[src/rtl/systolic_input_feeder.sv]
// Per-row operand FIFO bank feeding one edge of the systolic array.
// The host fills one FIFO per row. Each controller `next` pops every selected
// row onto its registered lane. Unselected or empty rows drive zero.
module systolic_input_feeder #(
    parameter int SIZE   = 16,
    parameter int DATA_W = 8,
    parameter int DEPTH  = 16
) (
    input  logic                     clk,
    input  logic                     reset,
    input  logic                     flush,
    input  logic                     wr_en,
    input  logic [$clog2(SIZE)-1:0]  wr_row,
    input  logic [DATA_W-1:0]        wr_data,
    input  logic [SIZE-1:0]          memsel,
    input  logic                     next,
    output logic [SIZE*DATA_W-1:0]   data_out,
    output logic [SIZE-1:0]          row_empty,
    output logic [SIZE-1:0]          row_full,
    output logic [SIZE-1:0]          underflow,
    output logic [SIZE-1:0]          overflow
);

    localparam int RW = $clog2(SIZE);
    localparam int PW = $clog2(DEPTH);
    localparam int CW = PW + 1;
    localparam logic [CW-1:0] FULL_CNT = CW'(DEPTH);

    logic [DATA_W-1:0] mem    [SIZE][DEPTH];
    logic [PW-1:0]     rd_ptr [SIZE];
    logic [PW-1:0]     wr_ptr [SIZE];
    logic [CW-1:0]     count  [SIZE];
    logic [DATA_W-1:0] lane   [SIZE];

    logic [SIZE-1:0] pop_ok;
    logic [SIZE-1:0] pop_dry;
    logic [SIZE-1:0] wr_ok;
    logic [SIZE-1:0] wr_drop;

    // Per-row status and accept/reject decisions for this cycle's write and pop.
    // A pop on a full row frees a slot on the same edge, so a simultaneous write is accepted.
    always_comb begin
        row_empty = '0;
        row_full  = '0;
        pop_ok    = '0;
        pop_dry   = '0;
        wr_ok     = '0;
        wr_drop   = '0;
        for (int i = 0; i < SIZE; i++) begin
            row_empty[i] = (count[i] == '0);
            row_full[i]  = (count[i] == FULL_CNT);
            pop_ok[i]    = next && memsel[i] && !row_empty[i];
            pop_dry[i]   = next && memsel[i] && row_empty[i];
            wr_ok[i]     = wr_en && (wr_row == RW'(i)) && (!row_full[i] || pop_ok[i]);
            wr_drop[i]   = wr_en && (wr_row == RW'(i)) && row_full[i] && !pop_ok[i];
        end
    end

    // FIFO storage writes; contents need no reset because pointers and counts define validity.
    always_ff @(posedge clk) begin
        for (int i = 0; i < SIZE; i++) begin
            if (!flush && wr_ok[i]) begin
                mem[i][wr_ptr[i]] <= wr_data;
            end
        end
    end

    // Pointers, counts, lane registers and sticky flags; flush behaves like reset but synchronously.
    always_ff @(posedge clk or posedge reset) begin
        if (reset) begin
            for (int i = 0; i < SIZE; i++) begin
                rd_ptr[i] <= '0;
                wr_ptr[i] <= '0;
                count[i]  <= '0;
                lane[i]   <= '0;
            end
            underflow <= '0;
            overflow  <= '0;
        end else if (flush) begin
            for (int i = 0; i < SIZE; i++) begin
                rd_ptr[i] <= '0;
                wr_ptr[i] <= '0;
                count[i]  <= '0;
                lane[i]   <= '0;
            end
            underflow <= '0;
            overflow  <= '0;
        end else begin
            for (int i = 0; i < SIZE; i++) begin
                if (wr_ok[i]) begin
                    wr_ptr[i] <= wr_ptr[i] + 1'b1;
                end
                if (pop_ok[i]) begin
                    rd_ptr[i] <= rd_ptr[i] + 1'b1;
                end
                case ({wr_ok[i], pop_ok[i]})
                    2'b10:   count[i] <= count[i] + 1'b1;
                    2'b01:   count[i] <= count[i] - 1'b1;
                    default: count[i] <= count[i];
                endcase
                if (next) begin
                    lane[i] <= pop_ok[i] ? mem[i][rd_ptr[i]] : '0;
                end
                if (pop_dry[i]) begin
                    underflow[i] <= 1'b1;
                end
                if (wr_drop[i]) begin
                    overflow[i] <= 1'b1;
                end
            end
        end
    end

    for (genvar g = 0; g < SIZE; g++) begin : g_lane
        assign data_out[g*DATA_W +: DATA_W] = lane[g];
    end

endmodule
[config.mk]
export PLATFORM = sky130hd
export DESIGN_NAME = systolic_input_feeder
export DESIGN_NICKNAME = d
export VERILOG_FILES = /design/src/rtl/systolic_input_feeder.sv
export SDC_FILE = /design/constraint.sdc
export NUM_CORES = 2
export LEC_CHECK = 0
export BUFFER_PORTS_ARGS = -buffer_cell sky130_fd_sc_hd__buf_2
export CAP_MARGIN = 20
export CORE_UTILIZATION = 60
export DETAILED_ROUTE_END_ITERATION = 6
export HOLD_SLACK_MARGIN = 0.1
export PLACE_DENSITY = 0.78
export SLEW_MARGIN = 20
export SYNTH_ARGS = -nofsm -noshare
export SYNTH_HDL_FRONTEND = slang
export SYNTH_SLANG_ARGS = --single-unit
[constraint.sdc]
create_clock -name clk -period 32 [get_ports clk]
set_input_delay 3.2 -clock clk [delete_from_list [all_inputs] [get_ports clk]]
set_output_delay 3.2 -clock clk [all_outputs]
set_load 0.05 [all_outputs]
# Yosys cells after proc, flatten, opt, wreduce, memory -nomap -nowiden
# Memory sizes are Yosys's and may differ from the RTL's.
# Cells that the tools add are included.
# totals
regBits	368
latchBits	0
ramBits	2048
mem_bits_ro	0
in_bits	33
out_inout_bits	192
elab_cells	901
n_memories	1
# classes
addsub	64
multipliers	0
n_div	0
order_cmp	48
n_eq_ne	63
shift	0
mux	275
bitwise_logic	32
reduce_logical	322
# memory_table
name	depth	word_bits	rd	rd_ports_with_merged_regs	wr	line_no	rtl
mem	16	128	16	0	1	29	logic [DATA_W-1:0] mem [SIZE][DEPTH];
# ops
cell	count
two-way mux 128 bit	47
OR reduction 128 bit	15
two-way mux 8 bit	80
binary-select mux 8 bit (select 4 bit)	16
demux 8 bit (select 4 bit)	16
two-way mux 4 bit	47
greater-or-equal comparator 5 bit, second input constant	32
inverter 4 -> 5 bit	32
one-hot mux 5 bit (2 select lines)	16
logical AND 1 bit	144
nonzero test 2 bit	65
adder 4 x 1 -> 4 bit, second input constant	32
two-way mux 64 bit	2
adder 5 x 1 -> 5 bit, second input constant	16
equality test 5 bit, second input constant	16
zero test 5 bit	16
< comparator 5 x 1 -> 1 bit, second input constant	16
two-way mux 80 bit	1
subtractor 5 x 1 -> 5 bit, second input constant	16
zero test 1 bit	49
two-way mux 1 bit	48
nonzero test 3 bit	16
equality test 2 x 1 -> 1 bit, second input constant	16
equality test 2 bit, second input constant	16
7 further kinds	34

# Longest topological paths before layout
# logic_depth
depth_word	24
depth_mapped	13
depth_no_buf	11

# Least setup slack after synthesis
# No wires, ideal clock.
# synth_timing
path_kind	input port to flip-flop
startpoint	input wr_row[1]
endpoint	memory mem[0][608] (netlist bit) (enable)
setup_ps	383
arrival_ps	5054
t_required_ps	31617
path_slack_ps	26563
path_stages	7
path_buffers	2
path_cell_list	buf_2 > or2_1 > buf_4 > a311oi_4 > and2b_1 > nand2_1 > nor3_1
# synth_via
elab_chain_cells	22
word_cells_on_any_way	141
# synth_lines
element	line_no	rtl
start, declared	13	input logic [$clog2(SIZE)-1:0] wr_row,
equality test 4 x 1 -> 1 bit	54	wr_ok[i] = wr_en && (wr_row == RW'(i)) && (!row_full[i] || pop_ok[i]);
logical AND 1 bit (2 in series)	54	
logical AND 1 bit	62	if (!flush && wr_ok[i]) begin
two-way mux 1 bit	62	
two-way mux 128 bit (not written as such)	63	mem[i][wr_ptr[i]] <= wr_data;
OR reduction 128 bit (no source line)	-	
two-way mux 4 bit (no source line) / two-way mux 128 bit (equally long branches) (15 in series)	-	
end, declared	29	
# Several ways; a longest one is shown, not always the timed one.

# Final worst setup path
# layout_timing
startpoint	register count[61] (netlist bit)
endpoint	output row_full[3]
# layout_via
elab_chain_cells	1
# layout_lines
element	line_no	rtl
start, declared	32	logic [CW-1:0] count [SIZE];
start signal, assigned by index	97	2'b10: count[i] <= count[i] + 1'b1;
start signal, assigned by index	98	2'b01: count[i] <= count[i] - 1'b1;
start signal, assigned by index	99	default: count[i] <= count[i];
equality test 5 bit	51	row_full[i] = (count[i] == FULL_CNT);
end, declared	19	output logic [SIZE-1:0] row_full,
# No other way between the ends.

==> flow_metrics.tcl <==
set metrics [dict create \
    clockBufferDepth 3 \
    synth_edf_count 2048 \
    grt.met1_usage 0.377 \
    final_common_cell "edfxtp_1" \
    rows 148 \
    core-area_mm2 0.163 \
    fin_util 0.673 \
    rsz0062_at_grt "no" \
    syn2layout_area_growth_pct 11.6 \
    place_ws_ns 25.35 \
    drt_first_iter_violations 5321 \
    cap_viol_max_count 0 \
    fmax_mhz 169 \
    relSlewSlack 0.235 \
    gp_congestion 0.854 \
    setup_viol_count_final 0 \
    wirelength_um 214000 \
    arrival_ns 2.72 \
    place_hpwl_um 130000 \
    wire_per_inst_um 27.1 \
    cts_resized 0 \
    netlist_area_mm2 0.0981 \
    dpl_cell_area_mm2 0.101 \
    reg2reg_setup_slack_ns 28.92 \
    worstMarginPinSlew_ns 1.14 \
    layout_common_cells "edfxtp_1 (2048), mux4_2 (640), nor2_1 (477)" \
    die_h_um 406 \
    cts_root_buf "clkbuf_16" \
    synth-seq-cells 2416 \
    synthArstFlopShare 0.152 \
    tritoncts "done" \
    synth_nets 5426 \
    ys.flop_type "edfxtp_1" \
    fin_tns_setup_ns 0 \
    cp_max_fo 7 \
    grt_use_met3 0.0622 \
    drv_slew 0 \
    first_global_vias 49900 \
    cts_buffers 230 \
    clkPwrFrac 0.420 \
    h-tree-depth 4 \
    finalHoldViolCount 0 \
    met2_usage 0.413 \
    drt-pass1-iter-count 6 \
    ys_types 85 \
    status "complete, no violations" \
    finClkSkew_ns 0.0451 \
    grt_antenna_before_repair 15 \
    cts_setup_buffers 0 \
    seq_area_frac_synth 0.721 \
    start_kind "flop" \
    crit_type "reg2out" \
    yosys.area.top_type_share 0.627 \
    postRouteAntennaNets 0 \
    cts_hold_buf 0 \
    netlist_instances 5279 \
    clock_latency_ns 0.87 \
    vias_per_cell 6.24 \
    fin_crit_ns 5.92 \
    clock-sinks 2416 \
    powerDensity_mw_per_mm2 61.5 \
    worst_setup_path_end_kind "output pin" \
    p_comb_frac 0.065 \
    synth.largest_area_cell "edfxtp_1" \
    grt_max_degree 148 \
    portBuffers 224 \
    seqPwrFrac 0.515 \
    power.net_switching_mw 1.50 \
    nets 5664 \
    critical_path_required_ns 28.80 \
    grt_pass1_wl_um 321000 \
    fin_total_pwr_mw 6.73 \
    swShare 0.223 \
    setup_ws_ns 26.08 \
    peakVddDrop_mv 0.0597 \
    dieArea_mm2 0.165 \
    period_share 0.185 \
    clkSlewWorstSetupHoldPaths_ns 0.06 \
    die_w_um 406 \
    grt-ovfl-total 0 \
    drive_gt1_frac 0.257 \
    ys_warn_count 0 \
    p_leak_nw 37.0 \
    drcViolationCount 0 \
    num_vias 49400 \
    synth_top_cells_by_area "edfxtp_1 (63%), mux4_2 (15%), dfrtp_1 (9.4%)" \
    ios 225 \
    design_area_mm2 0.109 \
    p_int_mw 5.23 \
    grtUsageTotal 0.265 \
    hp-class "reg2reg" \
    grt_busiest_layer "met2" \
    syn_area_per_cell_um2 18.6 \
    start_util 0.604 \
]
synth_stat cells, types with 49 or more instances:
master       n
a21oi_1     59
buf_2       75
clkbuf_1   153
dfrtp_1    368
edfxtp_1  2048
ha_1       113
inv_1      157
mux2i_1     49
mux4_2     640
nand2_1    266
nor2_1     478
nor3_1      87
o21ai_1     97
xnor2_1     61
xor2_1     109
power by group through the flow:
stage                     combinational [mW]  clock (mW)  sequential, mW
after floorplan                        0.276           0            3.54
after global placement                 0.427           0            3.53
after detailed placement               0.438           0            3.53
after CTS                              0.440        2.86            3.47
after global routing                   0.469        2.98            3.47
final                                  0.438        2.83            3.47
per-stage QoR:
stage               std cells  hold WS [ns]
detailed placement       7456         0.468
floorplan                5279         0.510
global route             7902         0.500
global placement         7454         0.462
finish                   7909         0.476
CTS                      7897         0.482
flip-flops by register name, summed over array words and instances, names as in the netlist:
register,count
count,80
data_out,128
mem,2048
overflow,16
rd_ptr,64
underflow,16
wr_ptr,64
metal layers:
metal,vias up,part of all wire
met5,-,0.00044
met4,16,0.031
met3,370,0.082
met2,1976,0.48
met1,25800,0.40
li1,21200,-
cell families (layout without fill, tap and decap cells):
family,after synthesis,in the layout,synth area share
AO/OA/AOI/OAI,379,379,0.0277
XOR/XNOR,170,170,0.0152
adder cells (fa/ha/maj),114,114,0.0146
buffers and inverters,437,884,0.0187
flip-flops,2416,2416,0.721
multiplexers,690,690,0.152
other,0,8,0
AND/OR/NAND/NOR,1073,1073,0.0513
final cells by class:
cell class	count	area (µm²)
Timing Repair Buffer	286	1710
Tap cell	2175	2720
Fill cell	10300	53100
Antenna cell	8	20.0
Multi-Input combinational cell	2426	25800
Sequential cell	2416	70700
Inverter	157	597
Clock buffer	310	6300
Clock inverter	131	1650
worst max-delay path, cell delays in order, from the launching register on:
cell	delay, ns
dfrtp_1	0.45
nor4_1	0.71
and2_1	0.34
buf_2	0.37
worst paths after layout:
path	to	cells past startpoint	startpoint
min	data_out[56]	2	data_out[56]
max in group asynchronous	rd_ptr[13]	5	reset
min reg2reg	data_out[56]	2	data_out[56]
max	row_full[3]	3	count[61]
max reg2reg	mem[1][1021]	6	count[2]
min in group asynchronous	data_out[22]	2	reset
(Power assumes the default switching activity.)
